[config.mk]
export PLATFORM = sky130hd
export DESIGN_NAME = pulse_interval_flat
export DESIGN_NICKNAME = d
export VERILOG_FILES = /design/src/rtl/pulse_interval_if.sv /design/src/rtl/pulse_interval.sv /design/src/flat_wrapper.sv
export SDC_FILE = /design/constraint.sdc
export NUM_CORES = 1
export LEC_CHECK = 0
export ABC_CLOCK_PERIOD_IN_PS = 2600
export BUFFER_PORTS_ARGS = -buffer_cell sky130_fd_sc_hd__buf_2
export CORE_ASPECT_RATIO = 0.75
export CORE_MARGIN = 5
export CORE_UTILIZATION = 41
export DETAILED_ROUTE_END_ITERATION = 12
export GPL_TIMING_DRIVEN = 0
export SYNTH_ARGS = -nofsm -noshare
export SYNTH_HDL_FRONTEND = slang
export SYNTH_SLANG_ARGS = --single-unit
[constraint.sdc]
create_clock -name clk -period 2.6 [get_ports clk]
set_input_delay 0.39 -clock clk [delete_from_list [all_inputs] [get_ports clk]]
set_output_delay 0.39 -clock clk [all_outputs]
set_load 0.01 [all_outputs]
[src/rtl/pulse_interval_if.sv]
// Handshake/result bundle between a pulse_interval block and its driver/consumer.
interface pulse_interval_if #(
    parameter int unsigned W = 15
) ();
    logic         start;
    logic         stop;
    logic         ack;
    logic         busy;
    logic         valid;
    logic [W-1:0] interval;
    logic         timeout;
    logic         in_win;
    logic         overrun;

    modport master (
        output start, stop, ack,
        input  busy, valid, interval, timeout, in_win, overrun
    );

    modport slave (
        input  start, stop, ack,
        output busy, valid, interval, timeout, in_win, overrun
    );
endinterface

[src/rtl/pulse_interval.sv]
// Measures the clk-cycle distance from a start pulse to a stop pulse, with timeout,
// acceptance-window flag and a held result that the consumer acknowledges.
module pulse_interval #(
    parameter int unsigned W    = 15,
    parameter int unsigned TMAX = 25000,
    parameter int unsigned LO   = 10,
    parameter int unsigned HI   = 15
) (
    input  logic             clk,
    input  logic             reset,
    pulse_interval_if.slave  bus
);
    localparam logic [W-1:0] TMAX_W = W'(TMAX);
    localparam logic [W-1:0] LO_W   = W'(LO);
    localparam logic [W-1:0] HI_W   = W'(HI);
    localparam logic [W-1:0] ONE_W  = W'(1);

    typedef enum logic [1:0] {
        IDLE = 2'd0,
        RUN  = 2'd1,
        HOLD = 2'd2
    } state_t;

    state_t         state_q, state_d;
    logic [W-1:0]   cnt_q, cnt_d;
    logic [W-1:0]   interval_q, interval_d;
    logic           timeout_q, timeout_d;
    logic           in_win_q, in_win_d;
    logic           overrun_q, overrun_d;

    // State and datapath registers
    always_ff @(posedge clk) begin
        if (!reset) begin
            state_q    <= IDLE;
            cnt_q      <= '0;
            interval_q <= '0;
            timeout_q  <= 1'b0;
            in_win_q   <= 1'b0;
            overrun_q  <= 1'b0;
        end else begin
            state_q    <= state_d;
            cnt_q      <= cnt_d;
            interval_q <= interval_d;
            timeout_q  <= timeout_d;
            in_win_q   <= in_win_d;
            overrun_q  <= overrun_d;
        end
    end

    // Next-state and next-value logic; stop outranks start while running
    always_comb begin
        state_d    = state_q;
        cnt_d      = cnt_q;
        interval_d = interval_q;
        timeout_d  = timeout_q;
        in_win_d   = in_win_q;
        overrun_d  = overrun_q;

        case (state_q)
            IDLE: begin
                if (bus.start) begin
                    state_d = RUN;
                    cnt_d   = ONE_W;
                end
            end
            RUN: begin
                if (bus.stop) begin
                    state_d    = HOLD;
                    interval_d = cnt_q;
                    timeout_d  = 1'b0;
                    in_win_d   = (cnt_q >= LO_W) && (cnt_q <= HI_W);
                end else if (bus.start) begin
                    cnt_d = ONE_W;
                end else if (cnt_q == TMAX_W) begin
                    state_d    = HOLD;
                    interval_d = TMAX_W;
                    timeout_d  = 1'b1;
                    in_win_d   = 1'b0;
                end else begin
                    cnt_d = cnt_q + ONE_W;
                end
            end
            HOLD: begin
                if (bus.ack) begin
                    overrun_d = 1'b0;
                    if (bus.start) begin
                        state_d = RUN;
                        cnt_d   = ONE_W;
                    end else begin
                        state_d = IDLE;
                    end
                end else if (bus.start) begin
                    overrun_d = 1'b1;
                end
            end
            default: begin
                state_d = IDLE;
            end
        endcase
    end

    assign bus.busy     = (state_q == RUN);
    assign bus.valid    = (state_q == HOLD);
    assign bus.interval = interval_q;
    assign bus.timeout  = timeout_q;
    assign bus.in_win   = in_win_q;
    assign bus.overrun  = overrun_q;
endmodule

[src/flat_wrapper.sv]
// flat-port wrapper written by rule: the top's interface ports become plain ports
module pulse_interval_flat 
#(
    parameter int unsigned W    = 15,
    parameter int unsigned TMAX = 25000,
    parameter int unsigned LO   = 10,
    parameter int unsigned HI   = 15
)
  (clk, reset, bus_start, bus_stop, bus_ack, bus_busy, bus_valid, bus_interval, bus_timeout, bus_in_win, bus_overrun);
  pulse_interval_if #(.W(W)) bus_i ();
  input  logic clk;
  input  logic reset;
  input wire logic [$bits(bus_i.start)-1:0] bus_start;
  input wire logic [$bits(bus_i.stop)-1:0] bus_stop;
  input wire logic [$bits(bus_i.ack)-1:0] bus_ack;
  output wire logic [$bits(bus_i.busy)-1:0] bus_busy;
  output wire logic [$bits(bus_i.valid)-1:0] bus_valid;
  output wire logic [$bits(bus_i.interval)-1:0] bus_interval;
  output wire logic [$bits(bus_i.timeout)-1:0] bus_timeout;
  output wire logic [$bits(bus_i.in_win)-1:0] bus_in_win;
  output wire logic [$bits(bus_i.overrun)-1:0] bus_overrun;
  assign bus_i.start = bus_start;
  assign bus_i.stop = bus_stop;
  assign bus_i.ack = bus_ack;
  assign bus_busy = bus_i.busy;
  assign bus_valid = bus_i.valid;
  assign bus_interval = bus_i.interval;
  assign bus_timeout = bus_i.timeout;
  assign bus_in_win = bus_i.in_win;
  assign bus_overrun = bus_i.overrun;
  pulse_interval #(.W(W), .TMAX(TMAX), .LO(LO), .HI(HI)) u_core (.clk(clk), .reset(reset), .bus(bus_i));
endmodule
# Word level (Yosys, flattened, before mapping)

Index checks and enable logic that the tools add are counted.

Bits in registers: 35
Input bits: 5
Output and inout bits: 20
Logic and storage cells: 52

$add $sub $neg: 1
Magnitude comparators: 2
Eq/ne operators: 10
Multiplexer cells: 24
Reduce and logical (&&, ||, !) cells: 9

Operator list:

| cell                                                            | count |
|---|---|
| 2-to-1 mux 15 bit                                               | 8 |
| case mux 15 bit (3 select lines)                                | 1 |
| adder 15 x 1 -> 15 bit, second input constant                   | 1 |
| == test 15 bit, second input constant                           | 1 |
| >= comparator 15 x 4 -> 1 bit, second input constant            | 1 |
| less-or-equal comparator 15 x 4 -> 1 bit, second input constant | 1 |
| 2-to-1 mux 2 bit                                                | 5 |
| 2-to-1 mux 1 bit                                                | 9 |
| AND reduction 4 bit                                             | 2 |
| != test 2 bit, second input constant                            | 3 |
| != test 3 bit, second input constant                            | 2 |
| case mux 2 bit (3 select lines)                                 | 1 |
| nonzero test 2 bit                                              | 2 |
| != test 3 x 2 -> 1 bit, second input constant                   | 1 |
| AND reduction 3 bit                                             | 1 |
| nonzero test 3 bit                                              | 1 |
| == test 2 x 1 -> 1 bit, second input constant                   | 1 |
| == test 2 bit, second input constant                            | 1 |
| zero test 2 bit                                                 | 1 |
| != test 2 x 1 -> 1 bit, second input constant                   | 1 |
| AND reduction 2 bit                                             | 1 |
| logical AND 1 bit                                               | 1 |

# Logic depth before layout (Yosys ltp)

Word-level depth: 5
Gate-level depth with buffers: 8
Mapped depth without buffers: 7

# Worst setup path after synthesis

Ideal clock, no wire load.

Kind: flip-flop to flip-flop
Start point: register u_core.cnt_q[0]
End point: register u_core.cnt_q[10]
Setup time: 0.084 ns
Arrival: 1.934 ns
Data required time: 2.516 ns
Path slack: 0.582 ns
Stages on the path, launching flop included: 8
Buffers on the path: 0
Period minus slack after synthesis: 2.018 ns
Cells stage by stage: dfxtp_1 -> inv_1 -> ha_1 -> and4b_1 -> a41oi_4 -> a21oi_4 -> or4_4 -> o31ai_2

Word-level cells in the longest chain between the ends: 5
Elaborated cells on any way between the ends: 8
Those cells by class: 1 x add/sub; 2 x eq/ne; 4 x mux; 1 x reduce/logical

RTL lines:

| what                             | RTL line             | source |
|---|---|---|
| start: declaration               | pulse_interval.sv:25 | `logic [W-1:0] cnt_q, cnt_d;` |
| start signal: assignment         | pulse_interval.sv:42 | `cnt_q <= cnt_d;` |
| adder 15 x 1 -> 15 bit           | pulse_interval.sv:80 | `cnt_d = cnt_q + ONE_W;` |
| 2-to-1 mux 15 bit                | pulse_interval.sv:74 | `end else if (cnt_q == TMAX_W) begin` |
| 2-to-1 mux 15 bit                | pulse_interval.sv:72 | `end else if (bus.start) begin` |
| 2-to-1 mux 15 bit                | pulse_interval.sv:67 | `if (bus.stop) begin` |
| case mux 15 bit (3 select lines) | pulse_interval.sv:59 | `case (state_q)` |

Parallel ways exist; a longest one is shown, timed or not. The select of a mux whose other input is x is not followed.
A chain may end at the register's enable or synchronous reset.

# Worst setup path after layout

Start point: register u_core.cnt_q[1]
End point: register u_core.cnt_q[10]

Same word-level chain as after synthesis.

==> impl_metrics.yaml <==
place:
  dp_hpwl_mm: 2.841
  routabilityCongestion: 0.8282
  dpl_worst_slack_ps: 371.5
  port_buffers: 24
grt:
  grt_max_degree: 11
  antenna_found_initial: 0
  grt_pass1_vias: 1399
  grtUsageTotal_pct: 15.98
  grt_pass1_wl_mm: 6.499
  grt_overflow: 0
clocking:
  clockBufferDepth: 2
  post_cts_buffers: 0
  numCtsBuffers: 5
  cts_num_sinks: 35
  cts_hold_buf: 0
  path_clk_slew_ps: 70
  h-tree-depth: 2
  clk_latency_ps: 280
  root_buffer: "clkbuf_8"
  tritoncts: "built"
  cts_resized: 0
floorplan:
  initial_core_util_pct: 42.98
  fp.dieH_um: 64
  row_count: 19
  core-area_um2: 3709
  die_w_um: 82
  ioPinCount: 25
  die_area_um2: 5248
sta:
  slew_viol_final: 0
  tightest_slew_ps: 876.0
  min_period_ps: 2277
  setup_viol: 0
  clock_skew_ps: 7.556
  finalHoldViolCount: 0
  post-route-period-util_pct: 87.57
  tns_ps: 0
  layout_setup_ws_ps: 323.3
  fmax_ghz: 0.4392
  rsz0062_at_grt: "no"
  maxSlewHeadroom_pct: 41.15
finish:
  area_growth_pct: 17.11
  nNetsFinal: 216
  n_antenna_cell: 0
  layout-drive-gt1-share_pct: 22.60
  layout.core_utilization_pct: 50.34
  fillers: 382
yosys:
  ys_seq_area_share_pct: 43.96
  ys_warn_count: 0
  avgSynthCellArea_um2: 9.006
  synthesis.nets: 185
  async_flop_share_pct: 0
  syn_area_um2: 1594
  yosys.cell_types.count: 41
  syn_inst: 177
  synth_top_flop_cell: "dfxtp_1"
  yosys_register_bits: 35
  synth-edff-count: 0
worst_setup_path:
  cp-startpoint: "u_core.cnt_q[1]"
  reg2reg_from: "u_core.cnt_q[1]"
  crit_path_end_kind: "flip-flop"
  r2r_slack_ps: 320
  start_kind: "flip-flop"
  criticalPathCategory: "flip-flop to flip-flop"
  critPathArrivalTime_ps: 2470
  path_max_fanout: 10
  crit_required_ps: 2800
route:
  drtIter0Drc: 73
  vias: 1443
  wl_mm: 3.872
  via_per_inst: 5.550
  postRouteAntennaNets: 0
  dr.pass1.iters: 4
  drt-wirelength-per-cell_um: 14.89
  drc: 0
min_path:
  hp-start: "bus_ack"
  hold_path_class: "primary input to flip-flop"
power:
  total_power_mw: 1.033
  power_density_nw_per_um2: 553.3
  ir_worst_vdd_mv: 0.2634
  leakage_nw: 0.7451
flow_run:
  drv_cap: 0
run_status:
  status: "finished clean"
## critical path, stage by stage, from the launching register on
cell	delay, ps
dfxtp_1	480
inv_1	80
ha_1	190
and4b_1	210
a41oi_4	360
a21oi_4	160
or4_4	520
o31ai_2	170
## where the power goes
group          switching, mW  leakage, nW  internal (mW)
registers            0.00810        0.283          0.546
clock network          0.185       0.0470          0.208
logic                 0.0560        0.415         0.0300
total                  0.249        0.745          0.784
## cells by family after synthesis
kind of cell               after synthesis  share of synthesized area, %
AOI/OAI and AO/OA                       59                         27.94
adders and majority gates                3                         2.355
buffers and inverters                   13                         3.139
DFF                                     35                         43.96
and+or+nand+nor                         67                         22.61
## synthesized netlist by cell type, types with 3 or more instances
| cell | instances | share of area [%] |
|---|---|---|
| o221a_2 | 6 | 4.2 |
| dfxtp_1 | 35 | 44 |
| nor2_1 | 17 | 4.0 |
| o21ai_0 | 9 | 2.8 |
| nor3_1 | 4 | 1.3 |
| nor2b_1 | 3 | 1.2 |
| nand2_1 | 14 | 3.3 |
| o21ai_1 | 10 | 3.1 |
| and3_1 | 3 | 1.2 |
| clkbuf_1 | 7 | 1.6 |
| nand3_1 | 11 | 3.5 |
| ha_1 | 3 | 2.4 |
| a21oi_1 | 9 | 2.8 |
| a22o_1 | 7 | 3.8 |
| a31oi_1 | 3 | 1.2 |
| o22ai_1 | 3 | 1.2 |
| inv_1 | 4 | 0.94 |
| nand4_1 | 3 | 1.2 |
## cells in the final DEF, fill, tap and decap left out, types with 4 or more instances in the layout
master	instances
inv_1	4
dfxtp_1	35
nor2_1	17
nand3_1	11
o21ai_0	9
a21oi_1	9
buf_2	25
clkbuf_1	7
nand2_1	14
nor3_1	4
o21ai_1	10
clkbuf_8	6
a22o_1	7
o221a_2	6
## routing by layer
metal	track usage [%]	vias up	share of wire, %
li1	-	726	-
met2	23.39	31	43
met4	6.846	0	2.3
met5	0	-	0
met3	4.213	12	4.3
met1	22.00	674	50
## registers in the layout (all words and copies together) (netlist names)
name,count
u_core.bus.in_win,1
u_core.state_q,2
u_core.bus.timeout,1
u_core.bus.overrun,1
u_core.bus.interval,15
u_core.cnt_q,15
## layout make-up
type / count / area, um^2 / area share (%)
buffer: 8 / 31.28 / 1.676
clock buffer: 6 / 82.58 / 4.424
clock inverter: 1 / 5.005 / 0.2681
inverter: 5 / 18.77 / 1.005
multi-input combinational: 129 / 843.3 / 45.17
sequential: 35 / 700.7 / 37.53
tap: 52 / 65.06 / 3.485
timing repair buffer: 24 / 120.1 / 6.434
## per-stage QoR
stage	hold slack (ps)	area [um^2]	cells
after floorplan	454.0	1594	177
after global placement	453.8	1779	253
after detailed placement	450.1	1779	253
after CTS	287.3	1867	260
after global routing	286.8	1867	260
final	293.7	1867	260
## worst paths after layout
path | endpoint | cells after the start
worst max-delay path | u_core.cnt_q[10] | 7
worst min-delay path | u_core.bus.overrun | 2
worst max register to register | u_core.cnt_q[10] | 7
worst min register to register | u_core.bus.interval[10] | 1
Power figures use the tool's default switching activity.
